## src/rtl/wb_port_arb.sv

```systemverilog
// Purpose : 4:1 round-robin arbiter for the register-file write-back port, with
//           per-requester burst lock (up to MAX_BURST beats) and drives the mux select.
// Latency : request sampled at edge N -> grant/select/write-enable valid in cycle N+1.
// Backpr. : w_hold_1 blocks new beats (fresh grants and burst continuations); a beat
//           already registered always completes its cycle.
// Ports   : w_clk, w_rst_n (async, active-low)
//           w_req_4  [3:0] in   level requests (0=ALU, 1=MEM, 2=MULDIV, 3=CP0)
//           w_lock_4 [3:0] in   burst lock, qualified by the matching request bit
//           w_hold_1       in   register-file port frozen
//           w_gnt_4  [3:0] out  one-hot registered grant, one bit per write beat
//           w_sel_2  [1:0] out  write-back mux select, holds last value when idle
//           w_we_1         out  write enable, equals |w_gnt_4
//           w_busy_1       out  arbiter is in GRANT or BURST
module wb_port_arb #(
  parameter int WIDTH     = 32,  // width of the data path steered by w_sel_2
  parameter int MAX_BURST = 4    // max consecutive beats for a locked winner, 1..15
) (
  input  logic       w_clk,
  input  logic       w_rst_n,
  input  logic [3:0] w_req_4,
  input  logic [3:0] w_lock_4,
  input  logic       w_hold_1,
  output logic [3:0] w_gnt_4,
  output logic [1:0] w_sel_2,
  output logic       w_we_1,
  output logic       w_busy_1
);

  if (MAX_BURST < 1 || MAX_BURST > 15 || WIDTH < 1) begin : g_bad_param
    $error("wb_port_arb: MAX_BURST must be 1..15 and WIDTH >= 1");
  end

  typedef enum logic [1:0] {
    ST_IDLE  = 2'd0,
    ST_GRANT = 2'd1,
    ST_BURST = 2'd2
  } state_t;

  localparam logic [3:0] MAX_BEATS = 4'(MAX_BURST);

  state_t     state_q, state_d;
  logic [3:0] gnt_q,   gnt_d;
  logic [1:0] sel_q,   sel_d;
  logic       we_q,    we_d;
  logic [1:0] ptr_q,   ptr_d;
  logic [3:0] beat_q,  beat_d;

  logic [3:0] cand;
  logic       win_vld;
  logic [1:0] win_idx;
  logic [1:0] rr_idx;
  logic       burst_ok;

  // Round-robin pick. The grant being served this cycle is masked so an
  // unlocked requester cannot take two beats back to back. Scanning from the
  // farthest offset down lets the nearest candidate to ptr overwrite the rest.
  always_comb begin
    cand    = w_req_4 & ~gnt_q;
    win_vld = 1'b0;
    win_idx = ptr_q;
    rr_idx  = ptr_q;
    for (int i = 3; i >= 0; i--) begin
      rr_idx = ptr_q + 2'(i);
      if (cand[rr_idx]) begin
        win_vld = 1'b1;
        win_idx = rr_idx;
      end
    end
  end

  // Continue the current winner only while it still requests with lock,
  // the port is not frozen, and its beat budget is not exhausted.
  always_comb begin
    burst_ok = (state_q != ST_IDLE) && w_req_4[sel_q] && w_lock_4[sel_q] &&
               !w_hold_1 && (beat_q < MAX_BEATS);
  end

  always_comb begin
    state_d = ST_IDLE;
    gnt_d   = 4'b0000;
    sel_d   = sel_q;
    ptr_d   = ptr_q;
    beat_d  = beat_q;
    if (burst_ok) begin
      state_d = ST_BURST;
      gnt_d   = gnt_q;
      beat_d  = beat_q + 4'd1;
    end else begin
      // The current beat is the winner's last: rotate priority past it.
      if (state_q != ST_IDLE) begin
        ptr_d = sel_q + 2'd1;
      end
      if (!w_hold_1 && win_vld) begin
        state_d = ST_GRANT;
        gnt_d   = 4'b0001 << win_idx;
        sel_d   = win_idx;
        beat_d  = 4'd1;
      end
    end
    we_d = |gnt_d;
  end

  always_ff @(posedge w_clk or negedge w_rst_n) begin
    if (!w_rst_n) begin
      state_q <= ST_IDLE;
      gnt_q   <= 4'b0000;
      sel_q   <= 2'b00;
      we_q    <= 1'b0;
      ptr_q   <= 2'b00;
      beat_q  <= 4'd0;
    end else begin
      state_q <= state_d;
      gnt_q   <= gnt_d;
      sel_q   <= sel_d;
      we_q    <= we_d;
      ptr_q   <= ptr_d;
      beat_q  <= beat_d;
    end
  end

  assign w_gnt_4  = gnt_q;
  assign w_sel_2  = sel_q;
  assign w_we_1   = we_q;
  assign w_busy_1 = (state_q != ST_IDLE);

endmodule

```

## config.mk

```make
export PLATFORM = sky130hd
export DESIGN_NAME = wb_port_arb
export DESIGN_NICKNAME = d
export VERILOG_FILES = /design/src/rtl/wb_port_arb.sv
export SDC_FILE = /design/constraint.sdc
export NUM_CORES = 1
export LEC_CHECK = 0
export ABC_AREA = 0
export BUFFER_PORTS_ARGS = -buffer_cell sky130_fd_sc_hd__buf_2
export CAP_MARGIN = 30
export CORE_ASPECT_RATIO = 0.75
export CORE_UTILIZATION = 35
export DETAILED_ROUTE_END_ITERATION = 10
export GPL_TIMING_DRIVEN = 0
export HOLD_SLACK_MARGIN = 0.08
export PLACE_DENSITY = 0.55
export SYNTH_ARGS = -nofsm -noshare
export SYNTH_HDL_FRONTEND = slang
export SYNTH_SLANG_ARGS = --single-unit
export TNS_END_PERCENT = 20
```

## constraint.sdc

```tcl
create_clock -name w_clk -period 3.05 [get_ports w_clk]
set_input_delay 0.305 -clock w_clk [delete_from_list [all_inputs] [get_ports w_clk]]
set_output_delay 0.305 -clock w_clk [all_outputs]
set_load 0.02 [all_outputs]
```

Word-level counts from Yosys, hierarchy flattened
Index checks and enable logic that the tools add are counted.
Operators by class
  reductions and logical operators: 11
  add/subtract/negate cells: 5
  bitwise operators: 3
  div/mod/pow operators: 0
  multiplexer cells: 26
  multiply operators: 0
  equality and inequality tests: 0
  shift-type cells: 1
  magnitude comparators: 6
Operator list (number)
  4-bit two-way mux: 4
  2-bit by 3-bit less-than comparator with 1-bit output, second input constant: 5
  1-bit binary-select mux with 2-bit select: 6
  1-bit two-way mux: 11
  2-bit two-way mux: 5
  1-bit logical AND: 5
  2-bit by 1-bit adder with 2-bit output, second input constant: 2
  2-bit adder, second input constant: 2
  4-bit by 1-bit adder with 4-bit output, second input constant: 1
  4-bit AND: 1
  4-bit by 3-bit less-than comparator with 1-bit output, second input constant: 1
  4-bit NOT: 1
  2-bit AND reduction: 2
  2-bit nonzero test: 2
  4-bit OR reduction: 1
  1-bit by 2-bit << shifter with 4-bit output, first input constant: 1
  1-bit zero test: 1
  1-bit NOT: 1
Word-level totals
  memory bits (writable): 0
  latch bits: 0
  bits in registers: 15
  logic and storage cells: 58
  memory bits (read-only): 0
  memories kept: 0

Logic depth before layout (Yosys ltp)
Gate-level depths: netlist of the first run.
  depth in word-level cells: 12
  gate-level depth with buffers: 6

Least setup slack after synthesis of the first run
Ideal clock, no wire load.
  path kind: register -> register
  start point: reg gnt_q[2], in the netlist w_gnt_4[2]
  end point: reg gnt_q[1], in the netlist w_gnt_4[1]
  stages on the path, launching flop included: 6
  setup slack: 1.462 ns
  data required time: 2.958 ns
  buffers on the path: 0
  arrival time: 1.496 ns
  setup time: 0.092 ns
  cell sequence: dfrtp_1 nand2b_4 and2_4 a21o_1 or3_4 o31ai_2
Between the ends
  word-level cells in the longest chain between the ends: 11
  elaborated cells between the ends (all ways): 22
  classes of those cells: 1 x shift; 18 x mux; 2 x bitwise; 1 x reduce/logical
RTL lines
  from (decl): RTL line 42  | logic [3:0] gnt_q, gnt_d;
  from (signal assigned): RTL line 113  | gnt_q <= gnt_d;
  4-bit NOT (*): RTL line 58  | cand = w_req_4 & ~gnt_q;
  4-bit AND (*): RTL line 58
  1-bit binary-select mux with 2-bit select: RTL line 64  | if (cand[rr_idx]) begin
  1-bit two-way mux (implied by the code): RTL line 64
  2-bit two-way mux or 1-bit two-way mux (tied branches) (4 in series): RTL line 64
  1-bit by 2-bit << shifter with 4-bit output or 1-bit logical AND (tied branches): RTL line 95, 93
  4-bit two-way mux (*): RTL line 93  | if (!w_hold_1 && win_vld) begin
  4-bit two-way mux (*): RTL line 84  | if (burst_ok) begin
  net gnt_d[1]: RTL line 42
Mark *: on every way through the listed nets, which the timed path passes. The rest lies on a longest branch. The select of a mux whose other input is x is not followed.
A chain may end at the register's enable or synchronous reset.

Final worst setup path of the first run
  start point: reg gnt_q[2], in the netlist w_gnt_4[2]
  end point: reg gnt_q[0], in the netlist w_gnt_4[0]
The elaborated chain is that of the path after synthesis.

==> summary by stage, run 1 <==
Placement
The worst slack at placement is 1.44 ns. The HPWL after detailed placement is 1410 µm. The instance area at placement is 941 µm². At the end of routability-driven placement, the weighted congestion stood at 0.807. Input and output buffers added on the ports amount to 18.

Synthesis
The share of the synthesized area in the top cell type is 45.7%. Summing every instance area after synthesis gives 821 µm². The average instance in the mapped netlist occupies 9.77 µm².

After synthesis, the cell types taking the most area are sky130_fd_sc_hd__dfrtp_1, sky130_fd_sc_hd__o21ai_0, sky130_fd_sc_hd__nand2_1. The number of synthesized flops with an enable pin is 0. The post-synthesis net count is 96. Of all flip-flops after synthesis, the portion carrying an async set or reset was 100%. The synthesis warning total is 0. Synthesis produced 84 cells. Sequential elements use 45.7% of the synthesized area. Of all cell types, the one taking the most synthesized area is sky130_fd_sc_hd__dfrtp_1.

Synthesis inferred 15 register bits. The most used flip-flop cell after synthesis is sky130_fd_sc_hd__dfrtp_1. The number of unique standard cell types used by synthesis is 34.

Clocking
The number of H-tree branching levels is 1. Clock latency on the worst-skew pair, taken at its later pin, is 0.28 ns. The tree is rooted in a sky130_fd_sc_hd__clkbuf_4. The clock transition at the registers of the reported paths is 0.09 ns. The number of clock sinks is 15.

In this run, CTS created clock tree buffers numbering 3. Post-CTS repair changed the size of 0 cells. Buffers inserted to repair hold after CTS numbered 1. The buffers inserted during post-CTS setup optimization is 0. The TritonCTS clock tree is built. The maximum buffer depth of the clock tree is 2.

Global route
The first global-routing pass estimated 3060 µm of wire. The pin count of the biggest net entering global routing is 16. Global routing consumed, over all layers together, 16.7% of the routing resources. The number of antenna violations at the first check in global routing is 0. The via count of the first global-routing pass is 630. For this run the aggregate overflow at the end of global routing stands at 0.

Die
The die footprint is 0.00254 mm². Measured along the y axis, the die boundary spans 43.9 µm. The count of pins on the block boundary is 19. The initial core utilization is 39.0%. The placeable core region is 0.00210 mm². The total number of placement rows is 14. In this run the horizontal extent of the chip is 57.9 µm.

Layout
At the end of the flow, the number of nets in the layout was 120. The library cell used most frequently in the layout, excluding fill and tap cells, is sky130_fd_sc_hd__buf_2. The top cell types in the final layout, fill and taps aside, are sky130_fd_sc_hd__buf_2, sky130_fd_sc_hd__dfrtp_1, sky130_fd_sc_hd__nand2_1. The fraction of final layout cells with drive strength greater than 1 is 31.8%.

The final-layout fill cell count is 206. 0 antenna diodes ended up in the layout. Compared with the post-synthesis result, the final layout area differs by 19.1%. The post-route cell area is 977 µm².

Critical path
Of all nets on the critical path, the largest fanout is 5. The arrival time of data at the critical path endpoint is 1.82 ns. The classification of the worst setup path is flop to flop. The slowest stage cell on the critical path is sky130_fd_sc_hd__dfrtp_1. The endpoint class of the critical path is a flop. The worst endpoint required time is 3.24 ns. The critical path goes through nand2b_4 > and2_4 > a21oi_1 > o21ai_1 > o31ai_1. The type of origin of the critical path is a flop. The maximum cell stage delay along the critical path is 0.44 ns.

Route
For this run, the detailed router's first-pass iteration total came to 7. The final route contains 691 vias. The post-detailed-route wirelength per cell is 14.0 µm. The number of DRC violations after detailed routing is 2. The starting DRC count in detailed routing is 14. The number of nets still failing antenna checks after routing is 0. Using the TritonRoute via totals, the vias-per-cell ratio works out to 5.27. For this block, the routed nets add up to 1830 µm of wire.

STA
Setup repair after global routing left no endpoint under its margin. The maximum achievable frequency is 0.614 GHz. The final worst clock skew is 0.00206 ns. Measured against its own limit, the worst slew margin works out to 74.3%. The number of hold violations in the final report is 0.

The slack of the critical path is 1.42 ns. The slew at the pin closest to its max-slew limit is 0.385 ns. Setup violations remaining at the end of the flow were counted as 0. The max-slew violation total from the final report is 0. The clock period could shrink to 1.63 ns. The portion of the clock cycle consumed by the worst path in the final layout is 53.4%.

The final setup TNS is 0 ns.

Status
The flow ran to the end, but the final reports show violations. The final reports fail on design-rule violations.

Run
The max-cap violation count is 0.

Power
The worst IR drop on VDD is 0.000344 V. The power per unit of standard cell area is 865 mW/mm². The total power is 0.846 mW.

The leakage power is 0.471 nW.

Min path
The worst hold path belongs to the class input port to flop.
[flip-flops by register name, indices dropped and copies added (netlist names)]
register and count:
beat_q 4, w_gnt_4 4, ptr_q 2, state_q 2, w_sel_2 2, w_we_1 1
[metal layers]
layer / wire (µm) / global-route usage (%)
met5: 0 / 0
met4: 10 / 4.29
met3: 80 / 6.87
met2: 753 / 23.7
met1: 984 / 23.6
[layout make-up]
cell class              instances  area (µm²)  share of cell area (%)
clock buffers                   4        26.3                    2.69
plain buffers                   2        10.0                    1.02
inverters                       3        11.3                    1.15
flip-flops and latches         15         375                    38.4
multi-input cells              64         424                    43.4
well taps                      24        30.0                    3.07
repair buffers                 19         100                    10.2
[cell usage after synthesis, types with 2 or more instances]
library cell,instances
sky130_fd_sc_hd__o21ai_0,7
sky130_fd_sc_hd__buf_2,2
sky130_fd_sc_hd__inv_1,3
sky130_fd_sc_hd__nand3_1,2
sky130_fd_sc_hd__nand2_1,8
sky130_fd_sc_hd__nor4_1,2
sky130_fd_sc_hd__o21a_1,2
sky130_fd_sc_hd__nand2b_4,2
sky130_fd_sc_hd__dfrtp_1,15
sky130_fd_sc_hd__o31ai_1,3
sky130_fd_sc_hd__nand2b_1,2
sky130_fd_sc_hd__o31ai_2,2
sky130_fd_sc_hd__a21oi_1,5
sky130_fd_sc_hd__o21ai_1,4
sky130_fd_sc_hd__nor2_1,6
[cells by family after synthesis]
| logic type | synth area share [%] |
|---|---|
| compound gates | 25.8 |
| fa+ha+maj | 1.52 |
| xor+xnor | 1.07 |
| buf+inv | 2.59 |
| flops | 45.7 |
| simple gates | 23.3 |
[per-stage QoR]
stage / hold WS (ns) / instances / utilization (%)
floorplan: 0.00941 / 84 / -
global route: 0.417 / 131 / 46.5
CTS: 0.380 / 131 / 46.5
global placement: 0.226 / 126 / 44.8
finish: 0.399 / 131 / 46.5
detailed placement: 0.234 / 126 / 44.8
[where the power goes]
group          leakage [nW]  internal, mW  total, mW  switching, mW
sequential            0.191         0.266      0.349         0.0828
clock                0.0150        0.0508      0.113         0.0626
combinational         0.265         0.168      0.383          0.215
total                 0.471         0.485      0.846          0.360
[critical path: cells and delay by family (launching register included)]
kind / cells / cell delay, ns
AOI/OAI and AO/OA: 3 / 0.77
and+or+nand+nor: 2 / 0.33
DFF: 1 / 0.44
[worst paths after layout]
check / start / endpoint / slack [ns] / cells past startpoint
worst max register to register: w_gnt_4[2]$_DFF_PN0_ / w_gnt_4[0]$_DFF_PN0_ / 1.42 / 5
worst min register to register: beat_q[0]$_DFFE_PN0P_ / beat_q[0]$_DFFE_PN0P_ / 0.50 / 1
worst min-delay path: w_hold_1 / w_we_1$_DFF_PN0_ / 0.40 / 4
worst max-delay path: w_gnt_4[2]$_DFF_PN0_ / w_gnt_4[0]$_DFF_PN0_ / 1.42 / 5
max in group asynchronous: w_rst_n / w_sel_2[0]$_DFFE_PN0P_ / 2.35 / 2
min in group asynchronous: w_rst_n / beat_q[1]$_DFFE_PN0P_ / 0.45 / 2
No activity file was read; power rests on OpenSTA's default activity.
==> inputs of run 2 (changes only) <==
- PLACE_DENSITY: 0.55 -> 0.57
- clock period: 3.05 -> 1.4 ns (I/O delays scaled with it)
==> summary by stage, run 2 (same netlist as run 1, synthesis figures left out) <==
Power
The leakage power is 0.509 nW (+8.1%). The worst IR drop on VDD is 0.000752 V (+120%). The power per unit of standard cell area came to 1930 mW/mm² (+120%).

STA
The slew at the pin closest to its max-slew limit is 0.335 ns (-0.0502 ns). The max-slew violation total from the final report is 0 (unchanged). The portion of the clock cycle consumed by the worst path in the final layout is 111% (+57 points). The total of endpoints with negative setup slack in the final report is 7 (+7).

Setup repair after global routing could not meet its margin everywhere. The number of hold violations in the final report is 0 (unchanged). The slack of the critical path came to -0.148 ns (-1.57 ns). The headroom to the max-slew limit is 77.7% (+3.3 points). The final worst clock skew was 0.00157 ns (-0.000490 ns). The maximum achievable frequency came to 0.646 GHz (+5.1%). The final setup TNS was -0.447 ns (-0.447 ns).

The final hold slack is 0.194 ns (-0.205 ns). The final period demand of the worst path came to 1.55 ns (-0.0797 ns).

Die
The count of pins on the block boundary came to 19 (unchanged). The total number of placement rows is 14 (unchanged). The placeable core region was 0.00210 mm² (unchanged). The die footprint is 0.00254 mm² (unchanged). The initial core utilization came to 39.0% (unchanged).

The width of the chip is 57.9 µm (unchanged). The height of the chip is 43.9 µm (unchanged).

Critical path
The largest fanout on the critical path is 5 (unchanged). The worst reg-to-reg path cell count is 5 (unchanged). The first element of the critical path is w_gnt_4[3]$_DFF_PN0_. The worst setup path is launched from a flop.

The arrival time of data at the critical path endpoint is 1.75 ns (-0.07 ns). The slack of the worst reg-to-reg path is -0.15 ns (-1.57 ns). The worst endpoint required time was 1.60 ns (-1.64 ns). The start of the worst register-to-register path is w_gnt_4[3]$_DFF_PN0_. The endpoint class of the critical path is a flop. The classification of the worst setup path is flop to flop. The endpoint of the most critical register-to-register path is w_gnt_4[1]$_DFF_PN0_.

Min path
The launch instance of the worst min-delay path is w_hold_1. The class of the tightest hold or removal check is input port to flop. The worst hold path terminates at w_we_1$_DFF_PN0_. The worst hold path stage count is 4 (unchanged).

Route
The vias per cell is 5.43 (+3.0%). The post-detailed-route wirelength per cell was 14.7 µm (+5.2%). The length of the first detailed-routing pass in iterations is 8 (+1).

The starting DRC count in detailed routing is 34 (+20). The number of nets still failing antenna checks after routing is 0 (unchanged). The total detailed-routing wirelength came to 2030 µm (+11%). The routed via count was 750 (+8.5%).

The number of DRC violations after detailed routing came to 2 (unchanged).

Layout
The fraction of final layout cells with drive strength greater than 1 was 45.6% (+14 points). In the layout the commonest cells are sky130_fd_sc_hd__buf_2, sky130_fd_sc_hd__dfrtp_1, sky130_fd_sc_hd__nand2_1, sky130_fd_sc_hd__o21ai_1, sky130_fd_sc_hd__buf_4. The library cell used most frequently in the layout, excluding fill and tap cells, is sky130_fd_sc_hd__buf_2. The count of antenna diodes in the layout is 0 (unchanged). The final cell utilization of the core is 51.8% (+5.3 points). The combined area of the multi-input logic cells is 464 µm² (+9.4%).

From synthesis to final layout, the design area changed by 32.6%. The final net count is 127 (+5.8%). The post-route cell area is 0.00109 mm² (+11%).

The final-layout fill cell count was 199 (-3.4%). The sequential cell area came to 382 µm² (+1.7%). The number of standard cells in the layout, taps in and fillers out is 138 (+5.3%).

Placement
The last weighted congestion value of the routability-driven placer is 0.817 (+1.2%). The count of port buffers added during placement is 18 (unchanged). The cell count after placement came to 126 (unchanged). The instance area at placement is 943 µm² (+0.27%).

The HPWL after detailed placement was 1410 µm (+0.35%).

Clocking
The number of H-tree branching levels is 1 (unchanged). The maximum buffer depth of the clock tree is 2 (unchanged). The number of clock sinks is 15 (unchanged). The number of clock buffers inserted by TritonCTS is 3 (unchanged). The TritonCTS clock tree is built. The buffer type at the clock tree root is sky130_fd_sc_hd__clkbuf_4.

The insertion delay of the later-clocked pin in the worst-skew pair was 0.29 ns (about the same). The clock transition at the registers of the reported paths is 0.09 ns (about the same).

Global route
The first-pass GRT wire length is 3110 µm (+1.6%). The overall routing resource usage is 17.0% (+0.28 points). The overflow left after global routing is 0 (unchanged). The via count of the first global-routing pass is 660 (+4.8%). The number of antenna violations at the first check in global routing is 0 (unchanged). The pin count of the biggest net entering global routing is 16 (unchanged).

Status
The final reports fail on design-rule violations, negative setup slack. The run finished, with violations left.

Run
The max-cap violation count is 0 (unchanged).
run 2: changes by cell type in the layout (fill, tap and decap cells not counted), sizes merged:
| cell | change |
|---|---|
| buf | +7 |
run 2: how the worst max path moves through the flow:
stage                           end  slack (ns)
5_1_grt        w_gnt_4[1]$_DFF_PN0_       -0.19
4_1_cts        w_gnt_4[1]$_DFF_PN0_       -0.15
6_report       w_gnt_4[1]$_DFF_PN0_       -0.15
3_5_place_dp   w_gnt_4[1]$_DFF_PN0_       -0.18
2_1_floorplan  w_gnt_4[1]$_DFF_PN0_       -0.13
3_3_place_gp   w_gnt_4[3]$_DFF_PN0_       -0.17
run 2: final cells by class:
type	count	share of cell area, %
buffer	2	2.07
clock buffer	4	2.41
tap	24	2.76
inverter	3	1.03
sequential	15	35.1
multi-input combinational	64	42.6
timing repair buffer	26	14.0
run 2: repair_timing:
item                                    in CTS  in global routing
hold endpoints to repair                    15                  0
endpoints found under the setup margin      11                 13
pin swaps                                    2                  2
hold buffers                                 1                  0
gates resized for setup                     10                  9
setup buffers                                6                  1
run 2: per-stage QoR:
step | power [mW] | setup slack [ns]
after floorplan | 1.35 | -0.134
after global placement | 1.60 | -0.170
after detailed placement | 1.61 | -0.183
after CTS | 2.03 | -0.149
after global routing | 2.25 | -0.188
final | 2.10 | -0.148
run 2: power by group:
part / internal, mW / total, mW / switching, mW
registers: 0.592 / 0.775 / 0.183
logic: 0.511 / 1.07 / 0.561
clock network: 0.111 / 0.254 / 0.143
total: 1.21 / 2.10 / 0.886
run 2: worst max-delay path, stage by stage, from the launching register on:
cell and delay, ns:
sky130_fd_sc_hd__dfrtp_2 0.44, sky130_fd_sc_hd__nor2b_4 0.18, sky130_fd_sc_hd__o22a_1 0.16, sky130_fd_sc_hd__o2bb2ai_2 0.08, sky130_fd_sc_hd__or3_4 0.42, sky130_fd_sc_hd__o31ai_2 0.19
run 2: metal layers:
metal  GRT usage, %  vias to the layer above  part of all wire [%]
met5              0                        -                     0
met1           21.8                      360                    50
met3           6.87                        2                   6.0
li1               -                      365                     -
met2           26.2                       23                    44
met4           5.71                        0                  0.59
==> inputs of run 3 (changes only) <==
- BUFFER_PORTS_ARGS: -buffer_cell sky130_fd_sc_hd__buf_2 -> default
- CELL_PAD_IN_SITES_DETAIL_PLACEMENT: default -> 0
- CELL_PAD_IN_SITES_GLOBAL_PLACEMENT: default -> 2
- CORE_UTILIZATION: 35 -> 33
- DONT_BUFFER_PORTS: default -> 1
- PLACE_DENSITY: 0.57 -> default
- PLACE_DENSITY_LB_ADDON: default -> 0.1
==> summary by stage, run 3 (same netlist as run 1, synthesis figures left out) <==
STA
The slack of the critical path came to -0.257 ns (-0.109 ns). The slew at the pin closest to its max-slew limit is 0.678 ns (+0.343 ns). The headroom to the max-slew limit is 54.7% (-23 points). The max-slew violation total from the final report came to 0 (unchanged). The final worst clock skew is 0.0103 ns (+0.00871 ns). The portion of the clock cycle consumed by the worst path in the final layout is 118% (+7.8 points). The total of endpoints with negative setup slack in the final report is 9 (+2). The maximum achievable frequency is 0.603 GHz (-6.6%). The number of hold violations in the final report is 0 (unchanged). Setup repair after global routing could not meet its margin everywhere. The final period demand of the worst path came to 1.66 ns (+0.109 ns).

Global route
The number of antenna violations at the first check in global routing came to 0 (unchanged). The overall routing resource usage is 16.5% (-0.54 points). The first-pass GRT wire length came to 3190 µm (+2.6%). The pin count of the biggest net entering global routing came to 16 (unchanged). The overflow left after global routing is 0 (unchanged). The via count of the first global-routing pass came to 612 (-7.3%).

Critical path
The maximum cell stage delay along the critical path came to 0.50 ns (+0.06 ns). The largest fanout on the critical path came to 6 (+1). The type of origin of the critical path is a flop. The slowest stage cell on the critical path is sky130_fd_sc_hd__dfrtp_2.

The classification of the worst setup path is flop to flop. The arrival time of data at the critical path endpoint is 1.85 ns (+0.10 ns). STA classifies the critical path endpoint as a flop. Walking the worst path, the cells encountered are nand2b_4 > and2_4 > a21o_4 > or3_4 > o31ai_2. The worst endpoint required time is 1.60 ns (about the same).

Placement
The instance area at placement is 866 µm² (-8.2%). The worst slack at placement was -0.286 ns (-0.104 ns). The HPWL after detailed placement is 1430 µm (+0.86%). The count of port buffers added during placement is 0 (-18).

The last weighted congestion value of the routability-driven placer is 0.710 (-13%).

Layout
The final net count was 106 (-17%). The count of antenna diodes in the layout is 0 (unchanged). In the layout the commonest cells are sky130_fd_sc_hd__o21ai_1, sky130_fd_sc_hd__dfrtp_1, sky130_fd_sc_hd__nand2_1. The fraction of final layout cells with drive strength greater than 1 is 39.8% (-5.8 points).

The final-layout fill cell count is 238 (+20%). The post-route cell area is 0.00101 mm² (-7.0%). The area growth from synthesis to layout is 23.3%.

The library cell used most frequently in the layout, excluding fill and tap cells, is sky130_fd_sc_hd__o21ai_1.

Die
The count of pins on the block boundary is 19 (unchanged). The width of the chip is 59.6 µm (+2.9%). The die footprint was 0.00269 mm² (+5.8%). The height of the chip was 45.2 µm (+2.8%). The total number of placement rows was 15 (+1). The placeable core region is 0.00233 mm² (+11%). The initial core utilization is 35.3% (-3.8 points).

Route
The vias per cell is 5.22 (-3.9%). The length of the first detailed-routing pass in iterations was 4 (-4). The post-detailed-route wirelength per cell is 15.3 µm (+4.2%).

The routed via count came to 663 (-12%). The starting DRC count in detailed routing is 36 (+5.9%). The number of DRC violations after detailed routing was 0 (-2). The total detailed-routing wirelength is 1940 µm (-4.1%).

The number of nets still failing antenna checks after routing is 0 (unchanged).

Run
The max-cap violation count is 0 (unchanged).

Clocking
The buffer type at the clock tree root is sky130_fd_sc_hd__clkbuf_4. The maximum buffer depth of the clock tree came to 2 (unchanged). The number of clock sinks is 15 (unchanged). The number of clock buffers inserted by TritonCTS is 3 (unchanged). The insertion delay of the later-clocked pin in the worst-skew pair is 0.28 ns (about the same). TritonCTS built the clock tree. The number of H-tree branching levels is 1 (unchanged). The clock transition at the registers of the reported paths is 0.10 ns (about the same).

Power
The sequential share of power is 47.1% (+10 points). The power spent charging and discharging nets is 0.842 mW (-5.0%). The total power was 1.95 mW (-7.3%).

The leakage power is 0.419 nW (-18%). The worst IR drop on VDD came to 0.00101 V (+34%). The switching portion of total power is 43.3% (+1.1 points). The cell internal power dissipation is 1.10 mW (-9.0%).

The power per unit of standard cell area came to 1920 mW/mm² (-0.34%). The power share of the combinational group is 40.2% (-11 points). The proportion of power drawn by the clock network is 12.8% (+0.7 points).

Min path
The path class of the tightest hold or removal check is input port to flop.

Status
The checks that failed: negative setup slack. The run finished, with violations left.
-- run 3: changes by cell type in the layout (fill, tap and decap cells not counted), moves of 2 or more --
cell / before / now
sky130_fd_sc_hd__o21ai_1: 8 / 10
sky130_fd_sc_hd__o21ai_0: 3 / 1
sky130_fd_sc_hd__o31ai_2: 1 / 3
sky130_fd_sc_hd__buf_2: 18 / 0
sky130_fd_sc_hd__buf_4: 7 / 4
-- run 3: stage by stage --
step / TNS [ns] / hold slack, ns / std cells / utilization (%)
after global placement: -2.18 / -0.155 / 118 / 37.2
after CTS: -1.04 / 0.0969 / 124 / 41.7
after floorplan: -0.372 / -0.156 / 84 / -
after detailed placement: -2.21 / -0.155 / 118 / 37.2
after global routing: -1.93 / 0.114 / 127 / 43.5
final: -1.06 / 0.123 / 127 / 43.5
-- run 3: what timing repair did --
action                                  CTS  global route
hold buffers                              2             0
pin swaps                                 2             4
hold endpoints to repair                 16             0
endpoints found under the setup margin   13            13
resized for setup                        17             9
gates cloned                              0             0
buffers inserted                          0             3
-- run 3: power groups by stage --
stage                     Sequential [mW]  Clock (mW)  Combinational, mW
final                               0.916       0.249              0.782
after global routing                0.951       0.282              0.878
after CTS                           0.909       0.256              0.722
after detailed placement            0.894           0              0.632
after global placement              0.894           0              0.632
after floorplan                     0.826           0              0.527
-- run 3: path summary, 6_finish.rpt --
check                                      start                      to  slack [ns]  cells past startpoint
setup / recovery            w_gnt_4[0]$_DFF_PN0_    w_gnt_4[3]$_DFF_PN0_       -0.26                      5
hold / removal                          w_hold_1    w_gnt_4[1]$_DFF_PN0_        0.12                      3
setup reg to reg            w_gnt_4[0]$_DFF_PN0_    w_gnt_4[3]$_DFF_PN0_       -0.26                      5
hold reg to reg            beat_q[0]$_DFFE_PN0P_   beat_q[0]$_DFFE_PN0P_        0.49                      1
max in group asynchronous                w_rst_n  w_sel_2[0]$_DFFE_PN0P_        0.59                      1
min in group asynchronous                w_rst_n    w_gnt_4[0]$_DFF_PN0_        0.33                      1
-- run 3: layer usage --
metal	GRT usage [%]	up-vias	wire length, µm
met2	24.0	14	861
met5	0	-	0
met3	5.16	2	62
met4	1.40	0	4
li1	-	323	-
met1	24.7	324	1010
-- run 3: cell type report --
class	count	area [µm²]	area share [%]
inverter	3	11.3	1.11
multi-input combinational	64	488	48.2
buffer	2	18.8	1.85
sequential	15	383	37.8
timing repair buffer	5	42.5	4.20
clock buffer	4	26.3	2.60
tap	34	42.5	4.20
-- run 3: worst max-delay path, delay by kind of cell, from the launching register on --
| kind | cells | cell delay, ns |
|---|---|---|
| AND/OR/NAND/NOR | 3 | 0.69 |
| AO/OA/AOI/OAI | 2 | 0.39 |
| flip-flops | 1 | 0.50 |
